File: src/rtl/dsram_port_arbiter_pkg.sv
// Shared constants and helpers for the data-SRAM port arbiter.
// Build option DSRAM_ARB_RR_EN selects round-robin arbitration instead of fixed priority.
package dsram_arb_pkg;

    localparam logic       PORT_M0  = 1'b0;
    localparam logic       PORT_M1  = 1'b1;
    localparam logic [3:0] WEN_READ = 4'b0000;

    // Bits needed to hold 0..max_wait in the starvation counter
    function automatic int cnt_w(input int max_wait);
        int w;
        w = 1;
        for (int i = 1; i < 31; i++) begin
            if ((1 << i) <= max_wait) w = i + 1;
        end
        return w;
    endfunction

endpackage

File: src/rtl/dsram_port_arbiter_if.sv
// Native SRAM-style requester port: request/address/write side plus grant and read return.
interface dsram_req_if #(parameter int AW = 16);

    logic          REQ;
    logic [AW-3:0] ADDR;
    logic [3:0]    WEN;
    logic [31:0]   WDATA;
    logic          GNT;
    logic          RVALID;
    logic [31:0]   RDATA;

    modport master (output REQ, ADDR, WEN, WDATA, input GNT, RVALID, RDATA);
    modport slave  (input REQ, ADDR, WEN, WDATA, output GNT, RVALID, RDATA);

endinterface

File: src/rtl/dsram_port_arbiter_pick.sv
// Combinational grant selection for the two DSRAM requesters.
// DSRAM_ARB_RR_EN: round-robin tie-break; otherwise M0 priority with M1 starvation override.
module dsram_arb_pick
    import dsram_arb_pkg::*;
#(
    parameter int MAX_WAIT = 4,
    parameter int CW       = 3
) (
    input  logic [1:0]    i_req,
    input  logic          i_rst_n,
`ifdef DSRAM_ARB_RR_EN
    input  logic          i_rr_ptr,
`else
    input  logic [CW-1:0] i_starv_cnt,
`endif
    output logic [1:0]    o_gnt
);

    always_comb begin
        o_gnt = 2'b00;
        if (i_rst_n) begin
`ifdef DSRAM_ARB_RR_EN
            // i_rr_ptr holds the last winner, so a tie goes to the other port
            if (i_req == 2'b11)
                o_gnt = (i_rr_ptr == PORT_M1) ? 2'b01 : 2'b10;
            else
                o_gnt = i_req;
`else
            if (i_req[1] && (i_starv_cnt == CW'(MAX_WAIT)))
                o_gnt = 2'b10;
            else if (i_req[0])
                o_gnt = 2'b01;
            else if (i_req[1])
                o_gnt = 2'b10;
`endif
        end
    end

endmodule

File: src/rtl/dsram_port_arbiter.sv
// Two-port arbiter in front of the single-port data SRAM: grant, SRAM mux and read return.
// Build option DSRAM_ARB_RR_EN selects round-robin arbitration (no starvation counter).
module dsram_port_arbiter
    import dsram_arb_pkg::*;
#(
    parameter int AW       = 16,
    parameter int MAX_WAIT = 4
) (
    input  logic          HCLK,
    input  logic          HRESETn,
    dsram_req_if.slave    M0,
    dsram_req_if.slave    M1,
    output logic [AW-3:0] SRAMADDR,
    output logic [3:0]    SRAMWEN,
    output logic [31:0]   SRAMWDATA,
    output logic          SRAMCS,
    input  logic [31:0]   SRAMRDATA
);

    localparam int CW = cnt_w(MAX_WAIT);

    logic [1:0] w_gnt;
    logic       w_rd_issue;
    logic       r_rvalid;
    logic       r_rd_owner;

`ifdef DSRAM_ARB_RR_EN
    logic r_rr_ptr;
`else
    logic [CW-1:0] r_starv_cnt;
`endif

    dsram_arb_pick #(
        .MAX_WAIT (MAX_WAIT),
        .CW       (CW)
    ) u_pick (
        .i_req       ({M1.REQ, M0.REQ}),
        .i_rst_n     (HRESETn),
`ifdef DSRAM_ARB_RR_EN
        .i_rr_ptr    (r_rr_ptr),
`else
        .i_starv_cnt (r_starv_cnt),
`endif
        .o_gnt       (w_gnt)
    );

    assign M0.GNT = w_gnt[0];
    assign M1.GNT = w_gnt[1];
    assign SRAMCS = |w_gnt;

    always_comb begin
        SRAMADDR  = '0;
        SRAMWEN   = 4'b0000;
        SRAMWDATA = 32'h0;
        if (w_gnt[1]) begin
            SRAMADDR  = M1.ADDR;
            SRAMWEN   = M1.WEN;
            SRAMWDATA = M1.WDATA;
        end else if (w_gnt[0]) begin
            SRAMADDR  = M0.ADDR;
            SRAMWEN   = M0.WEN;
            SRAMWDATA = M0.WDATA;
        end
    end

    assign w_rd_issue = SRAMCS && (SRAMWEN == WEN_READ);

    // Only the latest grant matters: a write or idle cycle drops rvalid
    always_ff @(posedge HCLK or negedge HRESETn) begin
        if (!HRESETn) begin
            r_rvalid   <= 1'b0;
            r_rd_owner <= PORT_M0;
        end else begin
            r_rvalid <= w_rd_issue;
            if (w_rd_issue) r_rd_owner <= w_gnt[1] ? PORT_M1 : PORT_M0;
        end
    end

    assign M0.RVALID = r_rvalid && (r_rd_owner == PORT_M0);
    assign M1.RVALID = r_rvalid && (r_rd_owner == PORT_M1);
    assign M0.RDATA  = M0.RVALID ? SRAMRDATA : 32'h0;
    assign M1.RDATA  = M1.RVALID ? SRAMRDATA : 32'h0;

`ifdef DSRAM_ARB_RR_EN
    always_ff @(posedge HCLK or negedge HRESETn) begin
        if (!HRESETn)
            r_rr_ptr <= PORT_M1;
        else if (|w_gnt)
            r_rr_ptr <= w_gnt[1] ? PORT_M1 : PORT_M0;
    end
`else
    always_ff @(posedge HCLK or negedge HRESETn) begin
        if (!HRESETn)
            r_starv_cnt <= '0;
        else if (!M1.REQ || w_gnt[1])
            r_starv_cnt <= '0;
        else if (r_starv_cnt != CW'(MAX_WAIT))
            r_starv_cnt <= r_starv_cnt + CW'(1);
    end
`endif

endmodule
File: src/flat_wrapper.sv
// flat-port wrapper written by rule: the top's interface ports become plain ports
module dsram_port_arbiter_flat import dsram_arb_pkg::*;
#(
    parameter int AW       = 16,
    parameter int MAX_WAIT = 4
)
  (HCLK, HRESETn, SRAMADDR, SRAMWEN, SRAMWDATA, SRAMCS, SRAMRDATA, M0_REQ, M0_ADDR, M0_WEN, M0_WDATA, M0_GNT, M0_RVALID, M0_RDATA, M1_REQ, M1_ADDR, M1_WEN, M1_WDATA, M1_GNT, M1_RVALID, M1_RDATA);
  dsram_req_if #(.AW(AW)) M0_i ();
  dsram_req_if #(.AW(AW)) M1_i ();
  input  logic HCLK;
  input  logic HRESETn;
  output logic [AW-3:0] SRAMADDR;
  output logic [3:0] SRAMWEN;
  output logic [31:0] SRAMWDATA;
  output logic SRAMCS;
  input  logic [31:0] SRAMRDATA;
  input wire logic [$bits(M0_i.REQ)-1:0] M0_REQ;
  input wire logic [$bits(M0_i.ADDR)-1:0] M0_ADDR;
  input wire logic [$bits(M0_i.WEN)-1:0] M0_WEN;
  input wire logic [$bits(M0_i.WDATA)-1:0] M0_WDATA;
  output wire logic [$bits(M0_i.GNT)-1:0] M0_GNT;
  output wire logic [$bits(M0_i.RVALID)-1:0] M0_RVALID;
  output wire logic [$bits(M0_i.RDATA)-1:0] M0_RDATA;
  input wire logic [$bits(M1_i.REQ)-1:0] M1_REQ;
  input wire logic [$bits(M1_i.ADDR)-1:0] M1_ADDR;
  input wire logic [$bits(M1_i.WEN)-1:0] M1_WEN;
  input wire logic [$bits(M1_i.WDATA)-1:0] M1_WDATA;
  output wire logic [$bits(M1_i.GNT)-1:0] M1_GNT;
  output wire logic [$bits(M1_i.RVALID)-1:0] M1_RVALID;
  output wire logic [$bits(M1_i.RDATA)-1:0] M1_RDATA;
  assign M0_i.REQ = M0_REQ;
  assign M0_i.ADDR = M0_ADDR;
  assign M0_i.WEN = M0_WEN;
  assign M0_i.WDATA = M0_WDATA;
  assign M0_GNT = M0_i.GNT;
  assign M0_RVALID = M0_i.RVALID;
  assign M0_RDATA = M0_i.RDATA;
  assign M1_i.REQ = M1_REQ;
  assign M1_i.ADDR = M1_ADDR;
  assign M1_i.WEN = M1_WEN;
  assign M1_i.WDATA = M1_WDATA;
  assign M1_GNT = M1_i.GNT;
  assign M1_RVALID = M1_i.RVALID;
  assign M1_RDATA = M1_i.RDATA;
  dsram_port_arbiter #(.AW(AW), .MAX_WAIT(MAX_WAIT)) u_core (.HCLK(HCLK), .HRESETn(HRESETn), .M0(M0_i), .M1(M1_i), .SRAMADDR(SRAMADDR), .SRAMWEN(SRAMWEN), .SRAMWDATA(SRAMWDATA), .SRAMCS(SRAMCS), .SRAMRDATA(SRAMRDATA));
endmodule
File: config.mk
export PLATFORM = sky130hd
export DESIGN_NAME = dsram_port_arbiter_flat
export DESIGN_NICKNAME = d
export VERILOG_FILES = /design/src/rtl/dsram_port_arbiter_pkg.sv /design/src/rtl/dsram_port_arbiter_if.sv /design/src/rtl/dsram_port_arbiter_pick.sv /design/src/rtl/dsram_port_arbiter.sv /design/src/flat_wrapper.sv
export SDC_FILE = /design/constraint.sdc
export NUM_CORES = 1
export LEC_CHECK = 0
export ABC_AREA = 1
export ABC_CLOCK_PERIOD_IN_PS = 3200
export BUFFER_PORTS_ARGS = -buffer_cell sky130_fd_sc_hd__buf_2
export CORE_AREA = 2 2 98 100
export DETAILED_ROUTE_END_ITERATION = 8
export DIE_AREA = 0 0 100 102
export MAX_ROUTING_LAYER = met4
export PLACE_DENSITY_LB_ADDON = 0.1
export SYNTH_ARGS = -nofsm -noshare
export SYNTH_HDL_FRONTEND = slang
export SYNTH_SLANG_ARGS = --single-unit
File: constraint.sdc
create_clock -name HCLK -period 3.2 [get_ports HCLK]
set_clock_uncertainty 0.05 [all_clocks]
set_input_delay 0.64 -clock HCLK [delete_from_list [all_inputs] [get_ports HCLK]]
set_output_delay 0.64 -clock HCLK [all_outputs]
set_load 0.01 [all_outputs]
==> impl_metrics.csv, run 1 <==
group,metric,value,unit
outcome,status,"finished clean",
global_routing,overflow,0,
critical_path,r2r_slack,1620,ps
yosys,synth-edff-count,0,
yosys,synth_common_cells,"nor2_1 (69), inv_1 (43), nand2_1 (43)",
route,route.vias.total,2331,
final_layout,antenna_cells,0,
critical_path,critPathRequiredTime,2510,ps
yosys,synth_top_area_share,25.0,%
timing,relSlewSlack,53.0,%
yosys,synthArstFlopShare,100,%
route,wl_per_cell,12.1,µm
route,first_pass_iters,4,
timing,setup-violations-final,0,
final_layout,fin_util,29.4,%
yosys,synthesis.nets,372,
timing,max_freq,390,MHz
clock_tree,clockBufferDepth,2,
timing,drv_slew,0,
critical_path,critPathCaptureType,"output port",
clock_tree,ctsResizeCount,0,
timing,finalSetupTns,0,ps
power_and_ir_drop,p_per_area,195,nW/µm²
final_layout,fin_nets,619,
route,final_antenna_net_count,0,
timing,worst_pin_slew,703,ps
die,dieArea,10200,µm²
yosys,ys_seq_elements,5,
yosys,syn-cell-area,1260,µm²
timing,fin_crit_sh,80.2,%
yosys,yosysMostFrequentCell,"nor2_1",
global_routing,grt_pass1_vias,2184,
critical_path,r2r-end,"u_core.r_rd_owner$_DFFE_PN0P_",
placed_design,placed_cell_area,2630,µm²
yosys,syn_inst,234,
global_routing,grt_max_degree,44,
timing,hold_viol,0,
critical_path,critPathKind,"in -> out",
placed_design,pre_cts_slack,578,ps
yosys,synth_flop_cell,"dfrtp_1",
global_routing,grt_first_pass_wirelength,10100,µm
critical_path,reg2reg_from,"u_core.r_starv_cnt[0]$_DFFE_PN0P_",
placed_design,io_buffers,254,
die,start_util,13.8,%
timing,finalCriticalPeriod,2570,ps
global_routing,grt_use_total,12.7,%
global_routing,antenna_found_initial,0,
power_and_ir_drop,ir_drop,0.0592,mV
final_layout,final_area,2680,µm²
clock_tree,clockRootBuffer,"clkbuf_8",
yosys,synth_warnings,0,
die,coreArea,9110,µm²
die,die_h,102,µm
yosys,seq_area_frac_synth,9.92,%
timing,rsz0062_at_grt,"false",
placed_design,place.gp.congestion,0.740,
route,drtIter0Drc,27,
route,viasPerCell,3.94,
clock_tree,cts.clk_slew.worst_paths,30,ps
critical_path,crit_arrival,1880,ps
die,fp.dieW,100,µm
yosys,avgSynthCellArea,5.39,µm²
yosys,synth_top_area_cell,"a22o_1",
final_layout,drive_above_1_share,55.4,%
final_layout,areaGrowthSynthToFinish,112,%
critical_path,reg2reg_depth,10,
yosys,synth_cell_types,18,
clock_tree,hold_buffers,0,
hold_path,hold_class,"in -> async",
job,cap_violations,0,
route,routed_wl,7150,µm
power_and_ir_drop,power.leakage,1.97,nW
critical_path,crit_fanout,27,
clock_tree,cts_made_buffers,3,
clock_tree,cts_sinks,5,
clock_tree,clock_latency,220,ps
timing,fin_ws,634,ps
yosys,synth_area_leaders,"a22o_1 (25%), nor2_1 (21%), inv_1 (13%)",
placed_design,dp_hpwl,6240,µm
die,num_rows,35,
critical_path,start_kind,"input port",
clock_tree,postCtsSetupRepairBufs,0,
clock_tree,htreeDepth,1,
clock_tree,cts_tree,"yes",
die,ioPinCount,255,
route,drc,0,
[cells in the final DEF, fill, tap and decap left out]
| master | n |
|---|---|
| a21oi_4 | 1 |
| a22o_1 | 36 |
| buf_12 | 2 |
| buf_2 | 254 |
| buf_4 | 2 |
| clkbuf_1 | 1 |
| clkbuf_8 | 3 |
| dfrtp_1 | 5 |
| ha_1 | 2 |
| inv_1 | 43 |
| inv_2 | 2 |
| nand2_1 | 43 |
| nand2_2 | 1 |
| nand3_1 | 10 |
| nand3_2 | 1 |
| nor2_1 | 69 |
| o21ai_0 | 2 |
| o21ai_1 | 2 |
| xor2_1 | 1 |
[layer usage]
| metal | up-vias | wire [µm] | GRT usage (%) |
|---|---|---|---|
| met1 | 966 | 2420 | 11.1 |
| li1 | 1222 | - | - |
| met2 | 141 | 4050 | 28.2 |
| met4 | 0 | 33 | 2.21 |
| met3 | 2 | 646 | 1.71 |
| met5 | - | 0 | - |
[critical path: stages]
cell and delay, ps:
buf_2 180, nand2_1 100, inv_2 80, nand2_2 70, inv_2 290, buf_12 220
a22o_1 150, buf_2 130
[registers in the layout, summed over array words and instances (netlist names)]
name	count
u_core.r_starv_cnt	3
u_core.r_rvalid	1
u_core.r_rd_owner	1
[layout make-up]
cell class | instances | area [µm²]
repair buffers | 258 | 1330
inverters | 45 | 169
flip-flops and latches | 5 | 125
clock buffers | 4 | 45.0
multi-input cells | 168 | 872
fillers | 1038 | 6430
well taps | 111 | 139
[logic make-up (layout without fill, tap and decap cells)]
family	after synthesis	count (layout)	synth area share (%)
adders and majority gates	2	2	1.98
and+or+nand+nor	124	124	38.6
DFF	5	5	9.92
AOI/OAI and AO/OA	41	41	27.3
xor gates and xnor gates	1	1	0.695
buffers and inverters	61	307	21.5
[metrics by stage]
| step | hold WS [ps] | instances | power [mW] |
|---|---|---|---|
| after floorplan | 294 | 234 | 0.236 |
| after global placement | 436 | 587 | 0.414 |
| after detailed placement | 437 | 587 | 0.414 |
| after CTS | 207 | 591 | 0.532 |
| after global routing | 208 | 591 | 0.567 |
| final | 202 | 591 | 0.523 |
[worst max path at each step]
stage	start	slack, ps	end	depth (start not counted)
final	HRESETn	630	SRAMWDATA[5]	8
after global routing	HRESETn	470	SRAMWDATA[10]	8
after CTS	HRESETn	570	SRAMWDATA[5]	8
after detailed placement	HRESETn	580	SRAMWDATA[5]	8
after global placement	HRESETn	600	SRAMWDATA[5]	8
after floorplan	HRESETn	1160	SRAMWDATA[22]	7
[power breakdown]
group / internal [mW] / switching [mW] / leakage (nW) / total [mW]
clock network: 0.0853 / 0.0289 / 0.0228 / 0.114
logic: 0.157 / 0.177 / 1.88 / 0.334
registers: 0.0699 / 0.00437 / 0.0664 / 0.0743
total: 0.312 / 0.210 / 1.97 / 0.523
(Power assumes the default switching activity.)
==> inputs of run 2 (changes only) <==
--- a/config.mk
+++ b/config.mk
@@ -6,11 +6,11 @@
 export NUM_CORES = 1
 export LEC_CHECK = 0
 export ABC_AREA = 1
-export ABC_CLOCK_PERIOD_IN_PS = 3200
+export ABC_CLOCK_PERIOD_IN_PS = 2440
 export BUFFER_PORTS_ARGS = -buffer_cell sky130_fd_sc_hd__buf_2
-export CORE_AREA = 2 2 98 100
+export CORE_AREA = 2 2 99 101
 export DETAILED_ROUTE_END_ITERATION = 8
-export DIE_AREA = 0 0 100 102
+export DIE_AREA = 0 0 101 103
 export MAX_ROUTING_LAYER = met4
 export PLACE_DENSITY_LB_ADDON = 0.1
 export SYNTH_ARGS = -nofsm -noshare
==> constraint.sdc (replaced) <==
create_clock -name HCLK -period 2.44 [get_ports HCLK]
set_clock_uncertainty 0.05 [all_clocks]
set_input_delay 0.488 -clock HCLK [delete_from_list [all_inputs] [get_ports HCLK]]
set_output_delay 0.488 -clock HCLK [all_outputs]
set_load 0.01 [all_outputs]
==> impl_metrics.csv, run 2 (synthesized netlist as in run 1, its figures left out) <==
group,metric,value,unit
outcome,status,"finished clean",
final_layout,largest-register,"u_core.r_starv_cnt",
power_and_ir_drop,p_per_area,255,nW/µm²
final_layout,fillers,1077,
timing,hold_viol,0,
final_layout,mostFrequentLayoutCells,"buf_2 (254), nor2_1 (69), inv_1 (43), nand2_1 (42), a22o_1 (36)",
clock_tree,cts_made_buffers,3,
die,fp.dieW,101,µm
route,met1_length,2500,µm
timing,whs,51.1,ps
die,coreArea,9460,µm²
route,wl_met2,4420,µm
final_layout,drive_above_1_share,56.4,%
critical_path,cp_slowest_stage_delay,370,ps
critical_path,start_kind,"flip-flop",
power_and_ir_drop,ir_drop,0.0833,mV
route,final_antenna_net_count,0,
global_routing,overflow,0,
timing,max_freq,435,MHz
clock_tree,cts_tree,"yes",
placed_design,placed_cell_area,2640,µm²
placed_design,dp_hpwl,6240,µm
global_routing,grt_pass1_vias,2172,
critical_path,reg2reg_from,"u_core.r_starv_cnt[0]$_DFFE_PN0P_",
placed_design,io_buffers,254,
final_layout,final_area,2790,µm²
power_and_ir_drop,finalPower,711,µW
critical_path,critPathCaptureType,"output port",
route,first_pass_iters,7,
final_layout,final_common_cell,"buf_2",
global_routing,grt_max_degree,48,
critical_path,critPathSlowestCell,"dfrtp_1",
route,route.vias.total,2471,
clock_tree,clock_latency,220,ps
critical_path,critPathRequiredTime,1900,ps
clock_tree,hold_buffers,0,
die,die_h,103,µm
critical_path,crit_fanout,12,
critical_path,crit_path_frequent_cell,"buf_12",
timing,worst_pin_slew,952,ps
timing,drv_slew,0,
clock_tree,cts_sinks,5,
route,routed-wl-met3,695,µm
critical_path,critPathKind,"reg -> out",
final_layout,areaGrowthSynthToFinish,121,%
placed_design,place.gp.congestion,0.741,
final_layout,largest_reg_flops,3,
route,drc,0,
final_layout,seq_area,125,µm²
global_routing,antenna_found_initial,0,
timing,rsz0062_at_grt,"false",
route,routed_wl,7700,µm
die,num_rows,36,
final_layout,multi_input_area,885,µm²
clock_tree,htreeDepth,1,
route,drtIter0Drc,50,
route,wl_per_cell,12.8,µm
route,viasPerCell,4.12,
timing,fin_crit_sh,94.3,%
die,start_util,13.3,%
global_routing,grt_use_total,12.5,%
clock_tree,clockBufferDepth,2,
timing,finalSetupTns,0,ps
clock_tree,cts.clk_slew.worst_paths,30,ps
global_routing,grt_first_pass_wirelength,10000,µm
critical_path,crit_arrival,1760,ps
timing,finalCriticalPeriod,2300,ps
hold_path,hold_class,"in -> async",
die,dieArea,10400,µm²
final_layout,antenna_cells,0,
timing,relSlewSlack,36.4,%
route,top_layer_used,"met4",
job,cap_violations,0,
timing,setup-violations-final,0,
power_and_ir_drop,power.leakage,2.02,nW
clock_tree,clockRootBuffer,"clkbuf_8",
critical_path,path_cells,"inv_1 > ha_2 > nand2_2 > a21oi_4 > buf_12 > buf_12 > a22o_1 > buf_2",
final_layout,top_regs,"u_core.r_starv_cnt x3, u_core.r_rd_owner x1, u_core.r_rvalid x1",
critical_path,crit_path_start,"u_core.r_starv_cnt[0]$_DFFE_PN0P_",
final_layout,fin_nets,625,
die,ioPinCount,255,
==> run 2: final cells by class <==
| type | instances | area share, % |
|---|---|---|
| Tap cell | 114 | 5.11 |
| Inverter | 45 | 6.06 |
| Multi-Input combinational cell | 168 | 31.7 |
| Timing Repair Buffer | 264 | 51.0 |
| Clock buffer | 4 | 1.62 |
| Sequential cell | 5 | 4.49 |
==> run 2: through the flow <==
step                util [%]  cells  setup slack, ps
CTS                     28.3    594             73.0
detailed placement      27.9    590              255
global placement        27.9    590              288
finish                  29.5    600              139
floorplan                  -    234              592
global route            29.5    600             12.1
==> run 2: power by group <==
part           total [mW]  switching, mW  leakage [nW]  internal [mW]
clock               0.151         0.0388        0.0228          0.112
sequential         0.0984        0.00672        0.0664         0.0917
combinational       0.462          0.241          1.93          0.220
total               0.711          0.287          2.02          0.424
==> run 2: critical path, delay by kind of cell, from the launching register on <==
kind / cells / cell delay, ps
AO/OA/AOI/OAI: 2 / 350
adder cells (fa/ha/maj): 1 / 220
buffers and inverters: 4 / 510
AND/OR/NAND/NOR: 1 / 90
flip-flops: 1 / 370
==> run 2: routing by layer <==
| layer | GRT usage (%) | up-vias |
|---|---|---|
| met1 | 11.0 | 1068 |
| met2 | 27.6 | 160 |
| met5 | - | - |
| met3 | 1.69 | 7 |
| li1 | - | 1236 |
| met4 | 2.39 | 0 |
==> run 2: what timing repair did <==
item                       in CTS  in global routing
setup buffers                   0                  3
resized for setup               0                  3
setup endpoints to repair       0                 14
==> run 2: final timing paths <==
kind	endpoint	slack, ps	cells after the start
worst max-delay path	SRAMWDATA[8]	140	8
worst max register to register	u_core.r_rd_owner$_DFFE_PN0P_	850	10
min in group HCLK	u_core.r_rd_owner$_DFFE_PN0P_	470	2
worst min register to register	u_core.r_rd_owner$_DFFE_PN0P_	470	2
worst min-delay path	u_core.r_starv_cnt[0]$_DFFE_PN0P_	50	1
max in group asynchronous	u_core.r_starv_cnt[1]$_DFFE_PN0P_	2130	1
==> inputs of run 3 (changes only) <==
--- a/config.mk
+++ b/config.mk
@@ -15,4 +15,5 @@
 export PLACE_DENSITY_LB_ADDON = 0.1
 export SYNTH_ARGS = -nofsm -noshare
 export SYNTH_HDL_FRONTEND = slang
+export SYNTH_HIERARCHICAL = 1
 export SYNTH_SLANG_ARGS = --single-unit
==> impl_metrics.csv, run 3 <==
group,metric,value,unit
timing,rsz0062_at_grt,"false",
timing,setup-violations-final,0,
route,first_pass_iters,5,
final_layout,largest_reg_flops,3,
yosys,synth_cell_types,21,
critical_path,critPathCaptureType,"output port",
power_and_ir_drop,p_clk_share,21.6,%
global_routing,grt_first_pass_wirelength,9160,µm
timing,max_freq,431,MHz
placed_design,dpl.cell_count,576,
clock_tree,ctsResizeCount,0,
route,routed-wl-met3,621,µm
global_routing,grt_use_total,11.1,%
clock_tree,htreeDepth,1,
clock_tree,hold_buffers,0,
critical_path,critPathKind,"reg -> out",
power_and_ir_drop,sw_frac_of_total,39.9,%
final_layout,largest-register,"u_core/r_starv_cnt",
yosys,avgSynthCellArea,6.05,µm²
final_layout,mostFrequentLayoutCells,"buf_2 (254), nor2_1 (65), a22o_1 (46), inv_1 (41), nand2_1 (14)",
timing,worst_pin_slew,518,ps
critical_path,crit_path_frequent_cell,"nand2_1",
die,ioPinCount,255,
critical_path,critPathSlowestCell,"dfrtp_1",
route,wl_met2,3700,µm
final_layout,fin_util,28.8,%
global_routing,antenna_found_initial,0,
global_routing,overflow,0,
yosys,synth_warnings,6,
yosys,syn-cell-area,1310,µm²
final_layout,final_cells,580,
yosys,synthArstFlopShare,100,%
power_and_ir_drop,power.leakage,1.96,nW
power_and_ir_drop,p_per_area,256,nW/µm²
route,met1_length,2690,µm
critical_path,r2r-end,"u_core/r_rd_owner$_DFFE_PN0P_",
critical_path,reg2reg_from,"u_core/r_starv_cnt[0]$_DFFE_PN0P_",
hold_path,hold_class,"in -> async",
clock_tree,clock_latency,220,ps
yosys,synth_top_area_share,30.7,%
power_and_ir_drop,power_frac_comb,64.0,%
final_layout,areaGrowthSynthToFinish,108,%
clock_tree,clockBufferDepth,2,
placed_design,io_buffers,254,
die,coreArea,9460,µm²
critical_path,crit_arrival,1780,ps
route,route.vias.total,2332,
route,wl_per_cell,12.2,µm
timing,hold_viol,0,
critical_path,path_cells,"nand2_1 > inv_1 > nand2_2 > nand2_1 > nor2_2 > inv_2 > nor2_8 > buf_12 > a22o_1 > buf_2",
yosys,synth_flop_cell,"dfrtp_1",
route,top_layer_used,"met4",
critical_path,r2r_slack,600,ps
global_routing,grt_max_degree,36,
clock_tree,cts_tree,"yes",
yosys,synth-edff-count,0,
yosys,synth_top_area_cell,"a22o_1",
power_and_ir_drop,ir_drop,0.109,mV
placed_design,place.gp.congestion,0.773,
critical_path,cp_slowest_stage_delay,400,ps
placed_design,dp_hpwl,6100,µm
yosys,synth_common_cells,"nor2_1 (65), a22o_1 (46), inv_1 (41)",
critical_path,crit_fanout,21,
critical_path,reg2reg_depth,11,
clock_tree,clockRootBuffer,"clkbuf_8",
route,drtIter0Drc,41,
route,drc,0,
final_layout,fin_nets,605,
power_and_ir_drop,power_switching,279,µW
critical_path,critPathRequiredTime,1900,ps
critical_path,start_kind,"flip-flop",
yosys,syn_inst,217,
final_layout,antenna_cells,0,
power_and_ir_drop,pwr-share-seq,14.4,%
outcome,status,"finished clean",
die,fp.dieW,101,µm
job,cap_violations,0,
route,final_antenna_net_count,0,
timing,drv_slew,0,
die,dieArea,10400,µm²
die,start_util,13.9,%
route,routed_wl,7050,µm
die,die_h,103,µm
yosys,seq_area_frac_synth,9.53,%
power_and_ir_drop,p_int,420,µW
route,viasPerCell,4.02,
clock_tree,postCtsSetupRepairBufs,0,
final_layout,final_common_cell,"buf_2",
yosys,synthesis.nets,355,
timing,finalCriticalPeriod,2320,ps
final_layout,drive_above_1_share,60.1,%
die,num_rows,36,
clock_tree,cts_made_buffers,3,
timing,finalSetupTns,0,ps
yosys,ys_seq_elements,5,
timing,relSlewSlack,65.4,%
final_layout,top_regs,"u_core/r_starv_cnt x3, u_core/r_rd_owner x1, u_core/r_rvalid x1",
timing,fin_crit_sh,95.1,%
clock_tree,cts_sinks,5,
yosys,synth_area_leaders,"a22o_1 (31%), nor2_1 (19%), inv_1 (12%)",
yosys,yosysMostFrequentCell,"nor2_1",
global_routing,grt_pass1_vias,2033,
clock_tree,cts.clk_slew.worst_paths,30,ps
final_layout,fillers,1026,
power_and_ir_drop,finalPower,698,µW
run 3: cell count changes after synthesis, moves of 3 or more:
cell | previous run | this run
a22o_1 | 36 | 46
buf_8 | 0 | 4
clkbuf_1 | 6 | 2
nand2_1 | 43 | 14
nand2_2 | 1 | 4
nand3_1 | 10 | 6
nor2_1 | 69 | 65
nor2_2 | 0 | 5
run 3: worst max path at each step:
stage | depth (start not counted) | from | slack (ps) | endpoint
6_report | 10 | u_core/r_starv_cnt[2]$_DFFE_PN0P_ | 120 | SRAMWDATA[18]
5_1_grt | 10 | u_core/r_starv_cnt[2]$_DFFE_PN0P_ | 20 | SRAMWDATA[18]
4_1_cts | 10 | u_core/r_starv_cnt[2]$_DFFE_PN0P_ | 120 | SRAMWDATA[18]
3_5_place_dp | 11 | M1_REQ | 180 | SRAMWDATA[18]
3_3_place_gp | 11 | M1_REQ | 180 | SRAMWDATA[18]
2_1_floorplan | 7 | M1_REQ | 380 | SRAMADDR[10]
run 3: routing by layer:
| layer | track usage, % | vias to the layer above |
|---|---|---|
| met5 | - | - |
| met4 | 1.98 | 0 |
| met3 | 1.22 | 4 |
| met2 | 22.2 | 149 |
| met1 | 11.8 | 980 |
| li1 | - | 1199 |
run 3: cell type report:
cell class / instances / area (µm²) / area share, %
clock buffer: 4 / 45.0 / 1.65
sequential: 5 / 125 / 4.59
multi-input combinational: 150 / 878 / 32.2
tap: 114 / 143 / 5.23
inverter: 46 / 175 / 6.42
timing repair buffer: 261 / 1360 / 49.9
run 3: through the flow:
stage | instance area, µm² | worst slack (ps) | hold slack [ps]
after floorplan | 1310 | 381 | 142
after global placement | 2680 | 183 | 362
after detailed placement | 2680 | 181 | 365
after CTS | 2730 | 120 | 132
after global routing | 2730 | 18.4 | 129
final | 2730 | 120 | 128
run 3: cells by family after synthesis:
logic type / after synthesis / share of synthesized area [%]
AND/OR/NAND/NOR: 95 / 30.7
buffers and inverters: 62 / 24.1
AO/OA/AOI/OAI: 53 / 33.7
flip-flops: 5 / 9.53
adder cells (fa/ha/maj): 2 / 1.91
run 3: worst max-delay path: cells and delay by family, from the launching register on:
| family | cells | cell delay (ps) |
|---|---|---|
| and+or+nand+nor | 5 | 520 |
| buffers and inverters | 4 | 460 |
| DFF | 1 | 400 |
| AOI/OAI and AO/OA | 1 | 160 |
run 3: power groups by stage:
stage / clock network [mW] / registers (mW) / logic (mW)
after floorplan: 0 / 0.0994 / 0.229
after global placement: 0 / 0.102 / 0.452
after detailed placement: 0 / 0.101 / 0.452
after CTS: 0.156 / 0.101 / 0.453
after global routing: 0.161 / 0.102 / 0.496
final: 0.151 / 0.101 / 0.447
